<file path="src/rtl/bus_tx_if.sv">
// Handshake and wire-side signals between the frame source, bus_tx_ctrl
// and the tristate buffer stage.
interface bus_tx_if #(
   parameter int DATA_W = 8
);
   logic [DATA_W-1:0] tx_data;
   logic              tx_valid;
   logic              tx_ready;
   logic              bus_in;
   logic              bus_out;
   logic              bus_en;
   logic              busy;
   logic              done;
   logic              ack;

   modport master (
      input  tx_data, tx_valid, bus_in,
      output tx_ready, bus_out, bus_en, busy, done, ack
   );

   modport slave (
      output tx_data, tx_valid, bus_in,
      input  tx_ready, bus_out, bus_en, busy, done, ack
   );
endinterface

</file>
<file path="src/rtl/bus_tx_ctrl.sv">
// Single-wire half-duplex transmitter: start bit, MSB-first data, stop bit,
// wire release for turnaround, then an active-low acknowledge sample.
module bus_tx_ctrl #(
   parameter int DATA_W      = 8,
   parameter int BIT_CYCLES  = 4,
   parameter int TURN_CYCLES = 2
) (
   input  logic      clk,
   input  logic      rst_n,
   bus_tx_if.master  bus
);
   localparam int CNT_MAX = (BIT_CYCLES > TURN_CYCLES) ? BIT_CYCLES : TURN_CYCLES;
   localparam int CNT_W   = $clog2(CNT_MAX);
   localparam int BIT_W   = (DATA_W > 1) ? $clog2(DATA_W) : 1;

   localparam logic [CNT_W-1:0] BIT_LAST  = CNT_W'(BIT_CYCLES - 1);
   localparam logic [CNT_W-1:0] TURN_LAST = CNT_W'(TURN_CYCLES - 1);
   localparam logic [BIT_W-1:0] BIT_TOP   = BIT_W'(DATA_W - 1);

   typedef enum logic [2:0] {
      S_IDLE, S_START, S_DATA, S_STOP, S_TURN, S_ACKW, S_DONE
   } state_t;

   state_t            state;
   logic [CNT_W-1:0]  cnt;
   logic [BIT_W-1:0]  bit_idx;
   logic [DATA_W-1:0] shreg;
   logic [DATA_W-1:0] sh_next;
   logic              bus_en_r, bus_out_r, tx_ready_r, busy_r, done_r, ack_r;

   assign sh_next = shreg << 1;

   // Every output is a flop with async reset, so reset drops bus_en at once.
   always_ff @(posedge clk or negedge rst_n) begin
      if (!rst_n) begin
         state      <= S_IDLE;
         cnt        <= '0;
         bit_idx    <= '0;
         shreg      <= '0;
         bus_en_r   <= 1'b0;
         bus_out_r  <= 1'b1;
         tx_ready_r <= 1'b1;
         busy_r     <= 1'b0;
         done_r     <= 1'b0;
         ack_r      <= 1'b0;
      end else begin
         case (state)
            S_IDLE: begin
               if (bus.tx_valid) begin
                  shreg      <= bus.tx_data;
                  state      <= S_START;
                  cnt        <= BIT_LAST;
                  bus_en_r   <= 1'b1;
                  bus_out_r  <= 1'b0;
                  tx_ready_r <= 1'b0;
                  busy_r     <= 1'b1;
               end
            end
            S_START: begin
               if (cnt != '0) cnt <= cnt - CNT_W'(1);
               else begin
                  state     <= S_DATA;
                  cnt       <= BIT_LAST;
                  bit_idx   <= BIT_TOP;
                  bus_out_r <= shreg[DATA_W-1];
               end
            end
            S_DATA: begin
               if (cnt != '0) cnt <= cnt - CNT_W'(1);
               else if (bit_idx != '0) begin
                  // bus_out follows the bit that becomes MSB after this shift
                  shreg     <= sh_next;
                  bus_out_r <= sh_next[DATA_W-1];
                  bit_idx   <= bit_idx - BIT_W'(1);
                  cnt       <= BIT_LAST;
               end else begin
                  state     <= S_STOP;
                  cnt       <= BIT_LAST;
                  bus_out_r <= 1'b1;
               end
            end
            S_STOP: begin
               if (cnt != '0) cnt <= cnt - CNT_W'(1);
               else begin
                  state    <= S_TURN;
                  cnt      <= TURN_LAST;
                  bus_en_r <= 1'b0;
               end
            end
            S_TURN: begin
               if (cnt != '0) cnt <= cnt - CNT_W'(1);
               else begin
                  state <= S_ACKW;
                  cnt   <= BIT_LAST;
               end
            end
            S_ACKW: begin
               if (cnt != '0) cnt <= cnt - CNT_W'(1);
               else begin
                  state  <= S_DONE;
                  ack_r  <= ~bus.bus_in;
                  done_r <= 1'b1;
               end
            end
            S_DONE: begin
               state      <= S_IDLE;
               done_r     <= 1'b0;
               tx_ready_r <= 1'b1;
               busy_r     <= 1'b0;
            end
            default: state <= S_IDLE;
         endcase
      end
   end

   assign bus.bus_en   = bus_en_r;
   assign bus.bus_out  = bus_out_r;
   assign bus.tx_ready = tx_ready_r;
   assign bus.busy     = busy_r;
   assign bus.done     = done_r;
   assign bus.ack      = ack_r;
endmodule

</file>
<file path="src/flat_wrapper.sv">
// flat-port wrapper written by rule: the top's interface ports become plain ports
module bus_tx_ctrl_flat 
#(
   parameter int DATA_W      = 8,
   parameter int BIT_CYCLES  = 4,
   parameter int TURN_CYCLES = 2
)
  (clk, rst_n, bus_tx_data, bus_tx_valid, bus_bus_in, bus_tx_ready, bus_bus_out, bus_bus_en, bus_busy, bus_done, bus_ack);
  bus_tx_if #(.DATA_W(DATA_W)) bus_i ();
  input  logic clk;
  input  logic rst_n;
  input wire logic [$bits(bus_i.tx_data)-1:0] bus_tx_data;
  input wire logic [$bits(bus_i.tx_valid)-1:0] bus_tx_valid;
  input wire logic [$bits(bus_i.bus_in)-1:0] bus_bus_in;
  output wire logic [$bits(bus_i.tx_ready)-1:0] bus_tx_ready;
  output wire logic [$bits(bus_i.bus_out)-1:0] bus_bus_out;
  output wire logic [$bits(bus_i.bus_en)-1:0] bus_bus_en;
  output wire logic [$bits(bus_i.busy)-1:0] bus_busy;
  output wire logic [$bits(bus_i.done)-1:0] bus_done;
  output wire logic [$bits(bus_i.ack)-1:0] bus_ack;
  assign bus_i.tx_data = bus_tx_data;
  assign bus_i.tx_valid = bus_tx_valid;
  assign bus_i.bus_in = bus_bus_in;
  assign bus_tx_ready = bus_i.tx_ready;
  assign bus_bus_out = bus_i.bus_out;
  assign bus_bus_en = bus_i.bus_en;
  assign bus_busy = bus_i.busy;
  assign bus_done = bus_i.done;
  assign bus_ack = bus_i.ack;
  bus_tx_ctrl #(.DATA_W(DATA_W), .BIT_CYCLES(BIT_CYCLES), .TURN_CYCLES(TURN_CYCLES)) u_core (.clk(clk), .rst_n(rst_n), .bus(bus_i));
endmodule
</file>
<file path="config.mk">
export PLATFORM = sky130hd
export DESIGN_NAME = bus_tx_ctrl_flat
export DESIGN_NICKNAME = d
export VERILOG_FILES = /design/src/rtl/bus_tx_if.sv /design/src/rtl/bus_tx_ctrl.sv /design/src/flat_wrapper.sv
export SDC_FILE = /design/constraint.sdc
export NUM_CORES = 1
export LEC_CHECK = 0
export BUFFER_PORTS_ARGS = -buffer_cell sky130_fd_sc_hd__buf_2
export CORE_MARGIN = 1
export CORE_UTILIZATION = 59
export DETAILED_ROUTE_END_ITERATION = 10
export PLACE_DENSITY = 0.89
export SETUP_SLACK_MARGIN = 0.4
export SYNTH_ARGS = -nofsm -noshare
export SYNTH_HDL_FRONTEND = slang
export SYNTH_SLANG_ARGS = --single-unit
</file>
<file path="constraint.sdc">
create_clock -name clk -period 3.3 [get_ports clk]
set_input_delay 0.66 -clock clk [delete_from_list [all_inputs] [get_ports clk]]
set_output_delay 0.66 -clock clk [all_outputs]
set_load 0.03 [all_outputs]
</file>
==> impl_metrics.csv <==
group,metric,value,unit
status,status,"finished, final reports clean",
route,drtIter0Drc,42,
floorplan,die-area,2280,um2
floorplan,io_pins,18,
critical_path,cp_max_fo,22,
timing,setup_ws,1440,ps
timing,maxSlewViolCount,0,
logic_synthesis,synthTopCellsByArea,"dfrtp_1, mux2i_1, nand2_1",
timing,hold_viol,0,
global_route,grt_usage,23.0,%
critical_path,start_kind,"flip-flop",
worst_hold_path,hold_class,"input port to asynchronous set/reset pin",
timing,grt_setup_unrepaired,"false",
logic_synthesis,syn-cell-area,1230,um2
logic_synthesis,syn_nets,149,
global_route,grt_max_degree,23,
finish,layout.nets,165,
global_route,overflow,0,
route,via_count,993,
logic_synthesis,synth_top_family_by_area,"compound AO/OA/AOI/OAI gates",
logic_synthesis,synthCells,133,
finish,n_antenna_cell,0,
placed_design,gp_congestion,0.803,
clock_network,clk_latency,310,ps
clock_network,cts_hold_buf,0,
logic_synthesis,syn_area_per_cell,9.28,um2
logic_synthesis,synth-edff-count,0,
logic_synthesis,synth.largest_area_cell,"dfrtp_1",
placed_design,portBuffers,17,
logic_synthesis,yosysMostFrequentCell,"dfrtp_1",
finish,fillers,156,
clock_network,clk_pin_slew_worst_paths,130,ps
run,maxCapViolCount,0,
timing,fin_crit,1860,ps
pwr,power_leakage,0.000616,uW
pwr,p_per_area,441,nW/um2
logic_synthesis,synth_compound_area_share,20.5,%
clock_network,clkSinkCount,22,
route,wire_per_inst,13.6,um
clock_network,htreeDepth,1,
placed_design,dp_slack,1470,ps
logic_synthesis,yosysWarningCount,0,
floorplan,chipWidth,47.7,um
logic_synthesis,yosys.area_share.simple,17.0,%
logic_synthesis,async_flop_share,100,%
floorplan,die_h,47.7,um
critical_path,worstSetupPathType,"flip-flop to flip-flop",
critical_path,critPathArrivalTime,2070,ps
clock_network,root_buffer,"clkbuf_4",
route,vias_per_cell,5.67,
clock_network,cts_setup_buffers,0,
logic_synthesis,synthAdderAreaFrac,4.06,%
finish,area_growth,10.6,%
timing,setup_viol,0,
clock_network,clockBufferDepth,2,
placed_design,place_hpwl,1770,um
logic_synthesis,synth_seq_cells,22,
timing,fin_tns_setup,0,ps
route,first_pass_iters,4,
timing,fmax,0.539,GHz
logic_synthesis,ys_types,38,
timing,fin_skew,5.00,ps
logic_synthesis,synth.top_cell.area_share,40.6,%
floorplan,initial_core_util,62.9,%
logic_synthesis,synth_ff_type,"dfrtp_1",
floorplan,core_area,1960,um2
global_route,antenna_found_initial,0,
finish,final_util,69.6,%
timing,tightest_slew,606,ps
global_route,grt_pass1_vias,837,
logic_synthesis,synth.area.mux_share,7.30,%
timing,slew_headroom,59.6,%
clock_network,post_cts_resized,0,
route,wirelength,2370,um
logic_synthesis,seq_area_frac_synth,44.8,%
pwr,peakVddDrop,0.000339,V
route,postRouteAntennaNets,0,
critical_path,end_kind,"flip-flop",
logic_synthesis,synthTopCellsByCount,"dfrtp_1, nand2_1, inv_1, o21ai_0, mux2i_1",
global_route,grt_pass1_wl,3620,um
timing,final.period_utilization,56.2,%
logic_synthesis,synth-xor-area-share,0,%
clock_network,cts_tree,"done",
finish,drive_above_1_share,19.6,%
critical_path,worstPathRequired,3510,ps
clock_network,cts_made_buffers,3,
route,drc,0,
floorplan,floorplan.rows,16,
-- metal layers --
| metal | global-route usage (%) | wire length, um | vias up |
|---|---|---|---|
| met3 | 2.26 | 68 | 4 |
| met2 | 39.2 | 1180 | 19 |
| met5 | 0 | 0 | - |
| li1 | - | - | 498 |
| met1 | 30.0 | 1100 | 472 |
| met4 | 8.89 | 23 | 0 |
-- path summary, 6_finish.rpt --
kind                       cells past startpoint                             end  slack [ps]                        start
min in group clk                               2     u_core.shreg[7]$_DFFE_PN0P_         490  u_core.shreg[7]$_DFFE_PN0P_
max reg2reg                                    4     u_core.shreg[4]$_DFFE_PN0P_        1440  u_core.state[1]$_DFFE_PN0P_
min reg2reg                                    2     u_core.shreg[7]$_DFFE_PN0P_         490  u_core.shreg[7]$_DFFE_PN0P_
min                                            1     u_core.state[0]$_DFFE_PN0P_         290                        rst_n
max in group asynchronous                      1  u_core.bus.bus_out$_DFFE_PN1P_        2660                        rst_n
max                                            4     u_core.shreg[4]$_DFFE_PN0P_        1440  u_core.state[1]$_DFFE_PN0P_
-- report_power, final --
| group | total, uW | switching (uW) | leakage [uW] | internal [uW] |
|---|---|---|---|---|
| logic | 89.9 | 52.6 | 0.000321 | 37.3 |
| registers | 304 | 16.4 | 0.000267 | 288 |
| clock network | 207 | 84.2 | 0.0000279 | 123 |
| total | 601 | 153 | 0.000616 | 448 |
-- sequential cells by signal, summed over array words and instances, names as in the netlist --
| signal | count |
|---|---|
| u_core.bus.bus_out | 1 |
| u_core.bus.bus_en | 1 |
| u_core.bit_idx | 3 |
| u_core.bus.tx_ready | 1 |
| u_core.bus.busy | 1 |
| u_core.cnt | 2 |
| u_core.bus.ack | 1 |
| u_core.shreg | 8 |
| u_core.bus.done | 1 |
| u_core.state | 3 |
-- kinds of logic (layout without fill, tap and decap cells) --
logic type,Yosys count,after routing
simple gates,42,42
compound gates,40,40
flops,22,22
buf+inv,16,31
mux,9,9
fa+ha+maj,4,4
-- critical path: stages (launching register included) --
cell and delay, ps:
dfrtp_1 750, nand2b_2 200, nor2_2 430, mux2i_1 310, o21ai_2 60
-- area by class of cell --
type / count / area [um2] / share of cell area (%)
multi-input cells: 95 / 603 / 44.2
flip-flops and latches: 22 / 553 / 40.5
repair buffers: 17 / 85.1 / 6.23
inverters: 10 / 37.5 / 2.75
well taps: 27 / 33.8 / 2.47
clock inverters: 1 / 30.0 / 2.20
clock buffers: 3 / 22.5 / 1.65
-- per-stage QoR --
| step | area (um2) | total power, uW | hold slack [ps] | instances |
|---|---|---|---|---|
| floorplan | 1230 | 372 | 364 | 133 |
| global placement | 1310 | 393 | 462 | 171 |
| detailed placement | 1310 | 400 | 466 | 171 |
| CTS | 1370 | 604 | 305 | 175 |
| global route | 1370 | 627 | 323 | 175 |
| finish | 1370 | 601 | 286 | 175 |
-- layout by cell type, fill, tap and decap left out, types with 2 or more instances in the layout --
| cell | instances |
|---|---|
| dfstp_2 | 2 |
| nand2_1 | 15 |
| o21ai_1 | 6 |
| mux2i_1 | 9 |
| o22ai_1 | 2 |
| a22oi_1 | 2 |
| ha_1 | 4 |
| a21oi_1 | 7 |
| a31oi_1 | 2 |
| inv_1 | 10 |
| o21ai_0 | 10 |
| nand2b_1 | 7 |
| dfrtp_1 | 20 |
| o21ai_2 | 2 |
| nor2_1 | 8 |
| buf_2 | 17 |
| nor3_1 | 2 |
| clkbuf_4 | 3 |
Power figures use the tool's default switching activity.
